`config.mk`:
```
export PLATFORM = sky130hd
export DESIGN_NAME = data_memory_hs
export DESIGN_NICKNAME = d
export VERILOG_FILES = /design/src/rtl/data_memory_hs.sv
export SDC_FILE = /design/constraint.sdc
export NUM_CORES = 1
export LEC_CHECK = 0
export ABC_CLOCK_PERIOD_IN_PS = 5400
export CAP_MARGIN = 20
export CORE_UTILIZATION = 50
export DETAILED_ROUTE_END_ITERATION = 7
export PLACE_DENSITY_LB_ADDON = 0.15
export SYNTH_ARGS = -nofsm -noshare
export SYNTH_HDL_FRONTEND = slang
export SYNTH_SLANG_ARGS = --single-unit
```
`constraint.sdc`:
```
create_clock -name Clk -period 5.4 [get_ports Clk]
set_clock_uncertainty 0.2 [all_clocks]
set_input_delay 0.54 -clock Clk [delete_from_list [all_inputs] [get_ports Clk]]
set_output_delay 0.54 -clock Clk [all_outputs]
set_load 0.05 [all_outputs]
```
`src/rtl/data_memory_hs.sv`:
```
// Byte-addressed data memory behind a single-outstanding request/response handshake.
// Accesses take LATENCY busy cycles, then a one-cycle Valid/Error response.
module data_memory_hs #(
    parameter int DATA_W    = 16,
    parameter int ADDR_W    = 16,
    parameter int DEPTH     = 64,
    parameter int LATENCY   = 2,
    // Name of a byte-per-line hex image; the memory preload flow reads it.
    parameter     INIT_FILE = ""
) (
    input  logic              Clk,
    input  logic              Reset,
    input  logic              Req,
    input  logic              Write,
    input  logic              Size,
    input  logic              Signed,
    input  logic [ADDR_W-1:0] Address,
    input  logic [DATA_W-1:0] WriteData,
    output logic              Ready,
    output logic              Valid,
    output logic              Error,
    output logic [DATA_W-1:0] ReadData,
    output logic [1:0]        fsm_state
);

    // Handshake: a request is taken on any rising edge where Req=1 and Ready=1;
    // Req is ignored while Ready=0. Each accepted request yields exactly one
    // Valid pulse (with Error qualifying it) before Ready rises again.

    localparam int BPW   = DATA_W / 8;
    localparam int IDX_W = (DEPTH > 1) ? $clog2(DEPTH) : 1;
    localparam int CNT_W = (LATENCY > 1) ? $clog2(LATENCY) : 1;

    localparam logic [ADDR_W:0]   DEPTH_L  = (ADDR_W+1)'(DEPTH);
    localparam logic [ADDR_W:0]   SPAN     = (ADDR_W+1)'(BPW - 1);
    localparam logic [ADDR_W-1:0] BPW_A    = ADDR_W'(BPW);
    localparam logic [CNT_W-1:0]  CNT_INIT = CNT_W'(LATENCY - 1);

    typedef enum logic [1:0] {
        S_IDLE = 2'd0,
        S_BUSY = 2'd1,
        S_RESP = 2'd2
    } state_t;

    state_t state;
    state_t state_next;

    logic [CNT_W-1:0]  cnt;
    logic [ADDR_W-1:0] addr_q;
    logic              write_q;
    logic              size_q;
    logic              signed_q;
    logic [DATA_W-1:0] wdata_q;

    logic              is_word;
    logic [ADDR_W:0]   last_byte;
    logic              access_err;
    logic              access_now;
    logic              do_write;
    logic [DATA_W-1:0] load_val;

    logic [7:0] mem [DEPTH];

    function automatic logic [IDX_W-1:0] byte_idx(input logic [ADDR_W-1:0] a, input int k);
        return IDX_W'(a + ADDR_W'(k));
    endfunction

    // ---------------- FSM ----------------
    always_ff @(posedge Clk or posedge Reset) begin
        if (Reset) begin
            state <= S_IDLE;
        end else begin
            state <= state_next;
        end
    end

    always_comb begin
        state_next = state;
        case (state)
            S_IDLE:  if (Req) state_next = S_BUSY;
            S_BUSY:  if (cnt == '0) state_next = S_RESP;
            S_RESP:  state_next = S_IDLE;
            default: state_next = S_IDLE;
        endcase
    end

    assign Ready     = (state == S_IDLE);
    assign fsm_state = state;

    // ---------------- access decode ----------------
    always_comb begin
        is_word    = (BPW > 1) && size_q;
        last_byte  = {1'b0, addr_q} + (is_word ? SPAN : '0);
        access_err = (last_byte >= DEPTH_L) ||
                     (is_word && ((addr_q % BPW_A) != '0));
        access_now = (state == S_BUSY) && (cnt == '0);
        do_write   = access_now && write_q && !access_err;
    end

    // Byte loads build the extension first, then overlay the low byte.
    always_comb begin
        load_val = '0;
        if (is_word) begin
            for (int k = 0; k < BPW; k++) begin
                load_val[8*k +: 8] = mem[byte_idx(addr_q, k)];
            end
        end else begin
            load_val      = {DATA_W{signed_q & mem[byte_idx(addr_q, 0)][7]}};
            load_val[7:0] = mem[byte_idx(addr_q, 0)];
        end
    end

    // ---------------- request capture and response ----------------
    always_ff @(posedge Clk or posedge Reset) begin
        if (Reset) begin
            cnt      <= '0;
            addr_q   <= '0;
            write_q  <= 1'b0;
            size_q   <= 1'b0;
            signed_q <= 1'b0;
            wdata_q  <= '0;
            Valid    <= 1'b0;
            Error    <= 1'b0;
            ReadData <= '0;
        end else begin
            Valid <= 1'b0;
            Error <= 1'b0;
            if ((state == S_IDLE) && Req) begin
                cnt      <= CNT_INIT;
                addr_q   <= Address;
                write_q  <= Write;
                size_q   <= Size;
                signed_q <= Signed;
                wdata_q  <= WriteData;
            end else if ((state == S_BUSY) && (cnt != '0)) begin
                cnt <= cnt - 1'b1;
            end
            if (access_now) begin
                Valid <= 1'b1;
                Error <= access_err;
                if (access_err) begin
                    ReadData <= '0;
                end else if (!write_q) begin
                    ReadData <= load_val;
                end
            end
        end
    end

    // Array has no reset so contents survive Reset; an access aborted by
    // Reset never reaches this edge in BUSY.
    always_ff @(posedge Clk) begin
        if (do_write) begin
            if (is_word) begin
                for (int k = 0; k < BPW; k++) begin
                    mem[byte_idx(addr_q, k)] <= wdata_q[8*k +: 8];
                end
            end else begin
                mem[byte_idx(addr_q, 0)] <= wdata_q[7:0];
            end
        end
    end

endmodule
```
==> After elaboration in Yosys (flattened, before gate mapping) <==
Memory sizes are Yosys's and may differ from the RTL's.
Index checks and enable logic that the tools add are counted.
{ "totals": {"ff_bits": 56, "ram_bits": 512, "inputBits": 38, "elab_cells": 52, "n_memories": 1} }
{ "memory_table": {"columns": ["memory", "words", "word_bits", "read_ports", "rd_clocked_by_memory_dff", "wr", "line", "rtl"], "rows": [
  ["mem", 64, 8, 2, 0, 2, "62", "logic [7:0] mem [DEPTH];"]
]} }
{ "op_classes": {"n_addsub": 3, "order_cmp": 1, "eq_ne": 4, "mux": 18, "bitwise": 3, "reduce_logical": 12} }
{ "op_table": {"columns": ["op", "n"], "rows": [
  ["two-way mux 16 bit", 3],
  ["adder 16 x 1 -> 17 bit", 1],
  ["greater-or-equal comparator 17 x 7 -> 1 bit (second input constant)", 1],
  ["two-way mux 1 bit", 11],
  ["two-way mux 8 bit", 1],
  ["adder 6 x 1 -> 6 bit (second input constant)", 1],
  ["logical AND 1 bit", 6],
  ["two-way mux 2 bit", 2],
  ["!= test 2 bit (second input constant)", 2],
  ["one-hot mux 2 bit (2 select lines)", 1],
  ["AND reduction 2 bit", 2],
  ["equality test 2 x 1 -> 1 bit (second input constant)", 1],
  ["zero test 2 bit", 1],
  ["!= test 2 x 1 -> 1 bit (second input constant)", 1],
  ["nonzero test 2 bit", 1],
  ["AND 1 bit", 1],
  ["zero test 1 bit", 1],
  ["logical OR 1 bit", 1],
  ["inverter 1 bit", 1],
  ["OR 1 bit", 1],
  ["subtractor 1 bit (second input constant)", 1]
]} }

==> Logic depth before layout (Yosys ltp) <==
{ "depth": {"depth_word": 9, "mapped_depth": 12, "depth_no_buf": 8} }

==> Least setup slack after synthesis <==
No wires, ideal clock.
{ "synth_timing": {"path_type": "reg2reg", "startpoint": "reg size_q, in the netlist is_word", "endpoint": "mem mem[0][0] (enable)", "setup_time_ps": 370, "arrival_ps": 3175, "required_time_ps": 4830, "setup_slack_ps": 1655, "path_stages_with_launch": 13, "n_path_buf": 5, "synth_period_minus_slack_ps": 3745, "path_cell_list": "dfrtp_1 > ha_1 > nand4_1 > nor4_1 > mux2i_1 > o2111ai_1 > or4_1 > clkbuf_1 > buf_4 > buf_6 > clkbuf_1 > buf_2 > nor2_1"} }
{ "synth_rtl": {"columns": ["item", "line", "rtl"], "rows": [
  ["from (decl)", "51", "logic size_q;"],
  ["from (signal assigned)", "132", "size_q <= Size;"],
  ["to (decl)", "62", null]
]} }

==> Worst setup path after layout <==
{ "layout_timing": {"startpoint": "reg addr_q[1]", "endpoint": "reg ReadData[14]"} }
{ "layout_via": {"elab_chain_cells": 5, "word_cells_on_any_way": 11} }
{ "layout_rtl": {"columns": ["item", "line", "rtl"], "rows": [
  ["from (decl)", "49", "logic [ADDR_W-1:0] addr_q;"],
  ["from (signal assigned)", "130", "addr_q <= Address;"],
  ["adder 16 x 1 -> 17 bit (tied with other cells)", "93", "last_byte = {1'b0, addr_q} + (is_word ? SPAN : '0);"],
  ["greater-or-equal comparator 17 x 7 -> 1 bit (tied with other cells)", "94", "access_err = (last_byte >= DEPTH_L) ||"],
  ["logical OR 1 bit or two-way mux 16 bit (tied branches)", "94, 103", null],
  ["!= test 2 x 1 -> 1 bit (no source line) or two-way mux 16 bit (tied branches)", null, null],
  ["AND reduction 2 bit (no source line) or two-way mux 16 bit (tied branches)", null, null],
  ["to (signal assigned)", "144", "ReadData <= load_val;"],
  ["to (decl)", "22", "output logic [DATA_W-1:0] ReadData,"]
]} }
Parallel ways exist; a longest one is shown, timed or not. The select of a mux whose other input is x is not followed.
A chain may end at the register's enable or synchronous reset.

==> summary by stage <==
Outcome
The flow ran to the end, but the final reports show violations. The checks that failed: DRC.

STA
The highest clock rate is around 220 MHz. The period utilization is a little under nine tenths. The total negative setup slack is 0 ns.

Setup violations remaining at the end of the flow were counted as 0. The max-slew headroom at the worst pin is 11.97%. The smallest setup slack after layout is between 0.7 and 0.8 ns. Setup repair after global routing left no endpoint under its margin. For the pin with the worst max-slew slack, the measured transition is ~1.3 ns.

The tightest hold path in the finished design has a slack of ~0.24 ns. The total count of hold-check failures in the final report came to 0. The time the worst path needs with I/O delays and setup is ~4.6 ns.

The final-report max-slew violation count is 0.

Pwr
Across the VDD grid, the largest voltage drop is ~0.78 mV. The leakage power is 0.01261 uW. The cell area power density is between 600 and 700 mW/mm2.

Floorplan
The core outline area is 0.06622 mm2. The die outline height is 261.7 um. Pin placement for this block handled 59 I/O pins. The die covers slightly below 0.07 mm2. The die extent in x is approximately 260 um. The initial cell density of the core is approximately half.

In this run the core area contains 94 standard-cell rows.

Global route
The number of global-route vias before repair is roughly 27000. Global routing finished with a remaining overflow of 0. The initial antenna violation count is 9. The first global-routing pass estimated approximately 190 mm of wire. Entering global routing, the biggest net connects 95 pins.

The overall routing resource usage is 39.57%.

Finish
The final layout contains 2954 nets. In the final layout, the share of cells above drive strength 1 is between 30% and 40%. The final cell utilization of the core is roughly 57%. The final instance area is 0.03781 mm2. The area growth from synthesis to final layout is 12.12%.

Detailed routing
Wires add up to ~140 mm. The wire length per cell is around 36 um. The detail route stage leaves a number of antenna-violating nets equal to 0. In the routed design, unresolved DRC markers number 16. The number of detailed-routing iterations run before antenna repair is 8. The number of DRC markers in iteration 0 is between 4000 and 5000. The via-per-instance ratio is approximately 7.3. The via count of the routed design is roughly 28000.

Yosys
The mapped netlist covers 0.03372 mm2. After synthesis the netlist holds a flip-flop and latch count of roughly 570. Counting every instance in the synthesized netlist gives 2947. Counting distinct cell types in the post-synthesis netlist gives 68. The count of flip-flops with a built-in enable after synthesis is ~510. The most instantiated flip-flop cell in the synthesis netlist is edfxtp_1. The synthesized net count is about 3000.

Each instance of the synthesized netlist takes up on average between 10 and 15 um2. The share of the Yosys chip area taken by registers is 49.74%. The area share of the largest cell type after synthesis is 45.59%. The library cell with the largest summed area after synthesis is edfxtp_1. Ranked by total cell area, the synthesized netlist is headed by edfxtp_1 (46%), mux2_2 (19%), dfrtp_1 (4.2%). Of all flip-flops after synthesis, the portion carrying an async set or reset was around a tenth.

During synthesis, Yosys emitted a total of 0 warnings.

CTS
The number of hold buffers added after CTS is 0. TritonCTS built the clock tree. After clock tree synthesis, the clock-pin slew on the worst setup and hold paths is roughly 0.06 ns.

The number of setup buffers added after CTS is 0. The clock net sink count is between 500 and 600. TritonCTS created 66 clock buffers.

The post-cts sizing count is 0. The clock root buffer is clkbuf_16. The insertion delay to the later sink of the worst-skew pair is roughly 0.63 ns. The H-tree was split into 3 levels. In this run the deepest clock path goes through 3 buffers.

Job
Max-cap violations in this run came to 0.

Placed design
After legalization and detailed placement, the total HPWL measured between 80 and 90 mm. Timing analysis after detailed placement gives a worst setup slack of between 1 and 1.5 ns. The final weighted congestion in routability-driven placement is 1.007. Buffers placed on the I/O ports in this run total between 50 and 60. Summing all placed instances gives a cell area of approximately 0.036 mm2.

Critical path
STA puts the critical path data required time at around 5.7 ns. Along the worst path, the maximum fanout reaches 41. The type of element capturing the critical path is a register. The setup check on the worst reg-to-reg path leaves a slack of 0.77 ns. In this design, the largest share of critical-path delay is due to buffers and inverters. The delay of the slowest cell on the worst path is 0.74 ns. The slowest stage of the critical path belongs to the cell ha_4.

The signal on the critical path passes through buf_12 > ha_4 > inv_1 > nor2_4 > buf_4 > buf_4 > nand3_1 > nand4_1 > o21ai_0 > o221ai_1 > o21ai_0. The number of buffers and inverters on the critical path is 4. The worst setup path is launched from a register. At the worst endpoint, the arrival time is ~4.9 ns.

The critical path in this run is classified as reg -> reg.

Worst hold path
The tightest min-delay check is of the in -> async type.
area by class of cell:
| type | count | area (um2) |
|---|---|---|
| sequential | 568 | 16820 |
| multi-input combinational | 2044 | 15800 |
| antenna | 1 | 2.502 |
| fill | 5486 | 28400 |
| clock buffer | 87 | 1740 |
| clock inverter | 29 | 335.3 |
| timing repair buffer | 221 | 1996 |
| tap | 864 | 1081 |
| inverter | 12 | 45.04 |
registers in the layout, summed over array words and instances, names as in the netlist, 2 cells and up:
name,flops
ReadData,16
addr_q,16
fsm_state,2
mem,512
wdata_q,16
worst reg2reg max path, cell delays in order, from the launching register on:
cell and delay (ns):
dfrtp_1 0.41, buf_12 0.21, ha_4 0.74, inv_1 0.52, nor2_4 0.20, buf_4 0.48, buf_4 0.38, nand3_1 0.13
nand4_1 0.13, o21ai_0 0.15, o221ai_1 0.70, o21ai_0 0.21
through the flow:
| step | total power, uW | std cells |
|---|---|---|
| after CTS | 23410 | 3825 |
| after global routing | 24480 | 3825 |
| after global placement | 18730 | 3708 |
| final | 24110 | 3826 |
| after detailed placement | 18990 | 3709 |
| after floorplan | 13730 | 2947 |
per-layer routing:
| layer | global-route usage [%] | wire, um | vias up |
|---|---|---|---|
| met5 | 0 | 75 | - |
| li1 | - | - | 11350 |
| met4 | 21.77 | 8485 | 12 |
| met1 | 53.09 | 51030 | 13970 |
| met2 | 59.26 | 59130 | 2285 |
| met3 | 9.230 | 17290 | 496 |
path summary, 6_finish.rpt:
kind | end | depth (start not counted) | startpoint
worst max-delay path | ReadData[14]$_DFFE_PP0P_ | 11 | addr_q[1]$_DFFE_PP0P_
worst min-delay path | wdata_q[4]$_DFFE_PP0P_ | 3 | Reset
worst max register to register | ReadData[14]$_DFFE_PP0P_ | 11 | addr_q[1]$_DFFE_PP0P_
worst min register to register | ReadData[13]$_DFFE_PP0P_ | 2 | ReadData[13]$_DFFE_PP0P_
max in group asynchronous | wdata_q[5]$_DFFE_PP0P_ | 3 | Reset
min in group Clk | write_q$_DFFE_PP0P_ | 3 | Write
report_power, final:
| part | leakage [uW] | internal [uW] | total [uW] | switching, uW |
|---|---|---|---|---|
| sequential | 0.00528 | 5540 | 6490 | 947 |
| clock | 0.00100 | 2570 | 4460 | 1880 |
| combinational | 0.00632 | 4410 | 13200 | 8760 |
logic make-up (layout without fill, tap and decap cells):
kind of cell             Yosys count  count (layout)  share of synthesized area [%]
other                              0               1                              0
adder cells (fa/ha/maj)            3               3                         0.1113
AND/OR/NAND/NOR                  843             843                          13.11
buffers and inverters            335             349                          3.903
multiplexers                     614             614                          21.02
XOR/XNOR                           7               7                         0.1818
AO/OA/AOI/OAI                    577             577                          11.93
flip-flops                       568             568                          49.74
cell usage after synthesis (15+ instances only):
master,instances
mux2_2,563
edfxtp_1,512
nand2_1,332
clkbuf_1,251
o22ai_1,196
nand3_1,136
nor2_1,133
nor3_1,79
dfrtp_1,56
buf_1,52
nor3_4,49
a21oi_1,46
a22oi_1,41
o21ai_0,41
a31oi_1,36
o221ai_1,35
mux2i_1,32
o41ai_1,26
o31ai_1,23
o22a_1,20
mux4_2,19
a211oi_1,16
a32oi_1,16
o211ai_1,16
nor3_2,15
layout by cell type, fill, tap and decap left out, types with 19 or more instances in the layout:
cell,n
o221ai_1,35
clkbuf_1,20
a21oi_1,46
o21ai_0,39
o31ai_1,21
edfxtp_1,512
o22a_1,20
mux2_2,563
o22ai_1,196
nor2_1,129
nand2_1,332
dfrtp_1,38
nor3_1,79
a22oi_1,41
nor3_4,49
o41ai_1,25
mux4_2,19
buf_4,147
nand3_1,135
mux2i_1,32
clkbuf_16,66
a31oi_1,36
clkdlybuf4s50_1,58
Power figures use the tool's default switching activity.
